$ cat src/rtl/fetch_stage.sv
// -----------------------------------------------------------------------------
// fetch_stage
//   Instruction-fetch stage. Owns the fetch PC, issues in-order requests to a
//   pipelined instruction memory (req/gnt/rvalid), buffers returned words in a
//   small FIFO and presents the head to decode. An execute-stage redirect
//   squashes the FIFO and marks every in-flight response for discard.
//
// Ports
//   clk, rst_n          clock, asynchronous active-low reset
//   imem_req_o/addr_o   fetch request and its address (the fetch PC)
//   imem_gnt_i          memory accepted the request this cycle
//   imem_rvalid_i/rdata in-order response and instruction word
//   StallD              decode holds the current head entry
//   RedirectE/PCTargetE execute-stage redirect and its target
//   InstrD/PCD/PCPlus4D instruction to decode, its PC and PC+4 (NOP when empty)
//   ValidD              InstrD holds a real instruction
// -----------------------------------------------------------------------------
module fetch_stage #(
  parameter int unsigned           DATA_WIDTH = 32,
  parameter logic [DATA_WIDTH-1:0] RESET_PC   = '0,
  parameter int unsigned           FIFO_DEPTH = 2   // power of two, >= 2
) (
  input  logic                  clk,
  input  logic                  rst_n,
  output logic                  imem_req_o,
  output logic [DATA_WIDTH-1:0] imem_addr_o,
  input  logic                  imem_gnt_i,
  input  logic                  imem_rvalid_i,
  input  logic [DATA_WIDTH-1:0] imem_rdata_i,
  input  logic                  StallD,
  input  logic                  RedirectE,
  input  logic [DATA_WIDTH-1:0] PCTargetE,
  output logic [DATA_WIDTH-1:0] InstrD,
  output logic [DATA_WIDTH-1:0] PCD,
  output logic [DATA_WIDTH-1:0] PCPlus4D,
  output logic                  ValidD
);

  localparam int unsigned PTR_W = $clog2(FIFO_DEPTH);
  localparam int unsigned CNT_W = PTR_W + 1;
  localparam int unsigned SUM_W = CNT_W + 1;

  localparam logic [DATA_WIDTH-1:0] NOP_INSTR = DATA_WIDTH'(32'h0000_0013);
  localparam logic [CNT_W-1:0]      FULL      = CNT_W'(FIFO_DEPTH);

  typedef struct packed {
    logic [DATA_WIDTH-1:0] instr;
    logic [DATA_WIDTH-1:0] pc;
  } entry_t;

  // Fetch PC and a flag that keeps requests off until the first edge after reset
  logic                  running;
  logic [DATA_WIDTH-1:0] pcf;

  // In-order queue of PCs for granted requests awaiting their response
  logic [DATA_WIDTH-1:0] pcq [FIFO_DEPTH];
  logic [PTR_W-1:0]      pcq_wr, pcq_rd;
  logic [CNT_W-1:0]      outstanding;
  logic [CNT_W-1:0]      discard;

  // Instruction buffer
  entry_t                fifo [FIFO_DEPTH];
  logic [PTR_W-1:0]      fifo_wr, fifo_rd;
  logic [CNT_W-1:0]      occ;

  logic                  pop, push, fire;
  logic [SUM_W-1:0]      in_use;
  logic [DATA_WIDTH-1:0] target_aligned;

  assign target_aligned = PCTargetE & ~DATA_WIDTH'(3);

  assign ValidD = (occ != '0);
  assign pop    = ValidD && !StallD;

  // Credit: buffered entries plus in-flight requests (less what leaves this
  // cycle) may never exceed the buffer depth, so the FIFO cannot overflow.
  assign in_use     = SUM_W'(occ) + SUM_W'(outstanding) - SUM_W'(pop);
  assign imem_req_o = running && !RedirectE && (in_use < SUM_W'(FIFO_DEPTH));
  assign imem_addr_o = pcf;
  assign fire        = imem_req_o && imem_gnt_i;

  // Squashed responses are consumed from the PC queue but never buffered.
  assign push = imem_rvalid_i && (discard == '0) && !RedirectE;

  assign InstrD   = ValidD ? fifo[fifo_rd].instr : NOP_INSTR;
  assign PCD      = ValidD ? fifo[fifo_rd].pc    : '0;
  assign PCPlus4D = PCD + DATA_WIDTH'(4);

  // NOTE: sequential state uses non-blocking assignments so every register
  // samples the pre-edge value of the others.
  always_ff @(posedge clk or negedge rst_n) begin
    if (!rst_n) begin
      running     <= 1'b0;
      pcf         <= RESET_PC;
      outstanding <= '0;
      discard     <= '0;
      pcq_wr      <= '0;
      pcq_rd      <= '0;
      fifo_wr     <= '0;
      fifo_rd     <= '0;
      occ         <= '0;
    end else begin
      running <= 1'b1;

      if (fire && !imem_rvalid_i)      outstanding <= outstanding + CNT_W'(1);
      else if (!fire && imem_rvalid_i) outstanding <= outstanding - CNT_W'(1);

      if (fire)          pcq_wr <= pcq_wr + PTR_W'(1);
      if (imem_rvalid_i) pcq_rd <= pcq_rd + PTR_W'(1);

      if (RedirectE) begin
        pcf     <= target_aligned;
        // Every response still in flight after this edge is stale. Earlier
        // pending discards are part of outstanding, so they are kept.
        discard <= outstanding - CNT_W'(imem_rvalid_i);
        occ     <= '0;
        fifo_rd <= fifo_wr;
      end else begin
        if (fire) pcf <= pcf + DATA_WIDTH'(4);
        if (imem_rvalid_i && (discard != '0)) discard <= discard - CNT_W'(1);
        if (push) fifo_wr <= fifo_wr + PTR_W'(1);
        if (pop)  fifo_rd <= fifo_rd + PTR_W'(1);
        if (push && !pop)      occ <= occ + CNT_W'(1);
        else if (!push && pop) occ <= occ - CNT_W'(1);
      end
    end
  end

  // NOTE: storage arrays are not reset; occ and the queue pointers define which
  // entries are meaningful, so reset-free RAM-style storage is sufficient.
  always_ff @(posedge clk) begin
    if (fire) pcq[pcq_wr] <= pcf;
    if (push) fifo[fifo_wr] <= '{instr: imem_rdata_i, pc: pcq[pcq_rd]};
  end

`ifndef SYNTHESIS
  a_no_overflow: assert property (@(posedge clk) disable iff (!rst_n)
    !(push && !pop && (occ == FULL)))
    else $error("fetch_stage: instruction FIFO overflow");
`endif

endmodule

$ cat config.mk
export PLATFORM = sky130hd
export DESIGN_NAME = fetch_stage
export DESIGN_NICKNAME = d
export VERILOG_FILES = /design/src/rtl/fetch_stage.sv
export SDC_FILE = /design/constraint.sdc
export NUM_CORES = 1
export LEC_CHECK = 0
export CORE_MARGIN = 2
export CORE_UTILIZATION = 52
export CTS_CLUSTER_SIZE = 10
export DETAILED_ROUTE_END_ITERATION = 12
export PLACE_DENSITY = 0.8
export SLEW_MARGIN = 25
export SYNTH_ARGS = -nofsm -noshare
export SYNTH_HDL_FRONTEND = slang
export SYNTH_SLANG_ARGS = --single-unit
$ cat constraint.sdc
create_clock -name clk -period 6.7 [get_ports clk]
set_clock_uncertainty 0.1 [all_clocks]
set_input_delay 1.005 -clock clk [delete_from_list [all_inputs] [get_ports clk]]
set_output_delay 1.005 -clock clk [all_outputs]
set_load 0.005 [all_outputs]
==> reports/qor.yml <==
floorplan:
  die-area_sq_um: 20700
  die_width_um: 144
  die_h_um: 144
  row_count: 51
  ioPinCount: 200
  core-area_sq_um: 19300
  start_util_pct: 52.6
global_route:
  grt_pass1_vias: 6614
  grt_use_total_pct: 20.8
  grt_pass1_wl_um: 34200
  grt-ovfl-total: 0
  grt_antenna_before_repair: 0
  grt_max_degree: 61
setup_path:
  rr_endpoint: "imem_addr_o[30]"
  reg2reg_slack_ps: 2640
  worstReg2RegStart: "occ[0]"
  worstSetupEndpointType: "output port"
  cp.arrival_ps: 4120
  crit_required_ps: 5590
  worstSetupStartpointType: "register"
  reg2reg_depth: 11
  cp_max_fo: 51
  path_class: "register to output port"
placement:
  numPortBuffers: 191
  gp_congestion: 0.842
  hpwl_um: 14900
  dp.cells: 1187
  place_ws_ps: 1900
drt:
  wl_per_cell_um: 17.7
  drc: 0
  wirelength_um: 21900
  dr_total_vias: 6762
  antenna_left: 0
  drtIter0Drc: 368
  routed_via_density: 5.48
  drt_first_pass_iters: 5
sta:
  finalCritPeriodShare_pct: 77.9
  fmax_ghz: 0.192
  setup_violations: 0
  rsz0062_at_grt: "no"
  hold_viol: 0
  finalCriticalPeriod_ps: 5220
  setup_slack_ps: 1480
  timing.hold.ws_ps: 375
  maxSlewViolCount: 0
  slew_headroom_pct: 34.8
  setup-tns-final_ps: 0
  worst_slew_pin_slew_ps: 973
clock_tree:
  cts_setup_buffers: 0
  clkSinkCount: 225
  post_cts_resized: 0
  htree_num_levels: 1
  clk_pin_slew_worst_paths_ps: 50
  cts_buffers: 26
  postCtsHoldBufs: 0
  cts_tree: "done"
  clockBufferDepth: 3
  root_buffer: "clkbuf_16"
  clk_latency_ps: 510
power_and_ir_drop:
  p_total_mw: 4.16
  p_leak_nw: 4.59
  peakVddDrop_mv: 0.209
  power_density_nw_per_um2: 319
logic_synthesis:
  syn_area_per_cell_sq_um: 13.4
  ys_types: 56
  ys_seq_elements: 225
  yosysWarnings: 0
  ys_top_cells_by_area: "edfxtp_1 54%, dfrtp_1 10%, mux2i_1 6.1%"
  yosysTopAreaCell: "edfxtp_1"
  synth_top_flop_cell: "edfxtp_1"
  synth-async-reset-ratio_pct: 18.2
  synth_top_area_share_pct: 54.3
  synth_cells: 757
  synth-seq-area-share_pct: 64.4
  synthesis.area_sq_um: 10200
  synth_edf_count: 184
finish:
  layout.nets: 1028
  final_common_cell: "clkdlybuf4s50_1"
  multi_input_area_sq_um: 3360
  syn2layout_area_growth_pct: 28.4
  stdcell_count: 1235
  diodes: 0
  drive_above_1_share_pct: 10.5
  seq_area_sq_um: 6560
  fill_cells: 1384
  final_cell_mix: "190 x clkdlybuf4s50_1, 184 x edfxtp_1, 72 x nor2_1"
worst_hold_path:
  hold_class: "input pin to asynchronous set/reset pin"
run_status:
  outcome: "finished, final reports clean"
run:
  maxCapViolations: 0
[where the power goes]
| part | switching [mW] | internal (mW) |
|---|---|---|
| logic | 0.487 | 0.554 |
| registers | 0.168 | 1.70 |
| clock network | 0.501 | 0.749 |
[registers in the layout, summed over array words and instances (netlist names)]
signal and count:
fifo 124, fifo_rd 1, pcq_rd 1, discard 2
running 1, pcq 60, imem_addr_o 30, occ 2
pcq_wr 1, outstanding 2, fifo_wr 1
[kinds of logic (layout without fill, tap and decap cells)]
| family | Yosys count | after routing | share of synthesized area, % |
|---|---|---|---|
| simple gates | 256 | 256 | 13.1 |
| flops | 225 | 225 | 64.4 |
| mux | 93 | 93 | 9.53 |
| compound gates | 74 | 74 | 5.45 |
| buf+inv | 60 | 268 | 3.05 |
| xor+xnor | 39 | 39 | 3.36 |
| fa+ha+maj | 8 | 8 | 1.06 |
| other cells | 2 | 7 | 0.0738 |
[stage by stage]
stage	instance area (sq um)	utilization [%]
floorplan	10200	-
global placement	12300	63.6
detailed placement	12300	63.7
CTS	13100	67.6
global route	13100	67.6
finish	13100	67.6
[worst max-delay path by stage]
| stage | start | to | slack [ps] | cells after the start |
|---|---|---|---|---|
| 4_1_cts | fifo_rd | PCPlus4D[22] | 1410 | 7 |
| 5_1_grt | fifo_rd | PCPlus4D[20] | 1180 | 7 |
| 2_1_floorplan | RedirectE | fifo[0][10] | 600 | 2 |
| 6_report | fifo_rd | PCPlus4D[28] | 1480 | 7 |
| 3_3_place_gp | StallD | imem_addr_o[16] | 1850 | 11 |
| 3_5_place_dp | StallD | imem_addr_o[30] | 1900 | 11 |
[worst max-delay path: stages, from the launching register on]
cell and delay (ps):
dfrtp_4 900, buf_4 600, nand3_1 200, a211oi_2 410, nand4_2 380, a2111oi_4 400, xor2_1 180, clkdlybuf4s50_1 520
[synthesized netlist by cell type (all sizes together), types with 5 or more instances]
library cell,n
edfxtp,184
mux2,31
nand3b,9
a21oi,7
nor2,78
and2,6
nand3,51
inv,18
ha,7
nand2,53
xnor2,17
clkbuf,9
o311ai,9
nor3,14
a211oi,8
nand4,14
o211ai,12
and3,5
o21ai,23
dfrtp,41
xor2,22
mux2i,62
nor4,8
buf,33
or3,5
[per-layer routing]
layer / vias up / wire length (um) / track usage, % / part of all wire [%]
met4: 0 / 381 / 5.31 / 1.7
met2: 281 / 10300 / 34.3 / 47
met5: - / 0 / 0 / 0
met3: 33 / 1760 / 3.87 / 8.0
met1: 3243 / 9440 / 28.8 / 43
li1: 3205 / - / - / -
[layout make-up]
| cell class | instances | share of cell area, % |
|---|---|---|
| timing repair buffer | 202 | 15.3 |
| clock buffer | 48 | 5.78 |
| inverter | 18 | 0.517 |
| multi-input combinational | 477 | 25.7 |
| tap | 265 | 2.54 |
| sequential | 225 | 50.2 |
No activity file was read; power rests on OpenSTA's default activity.
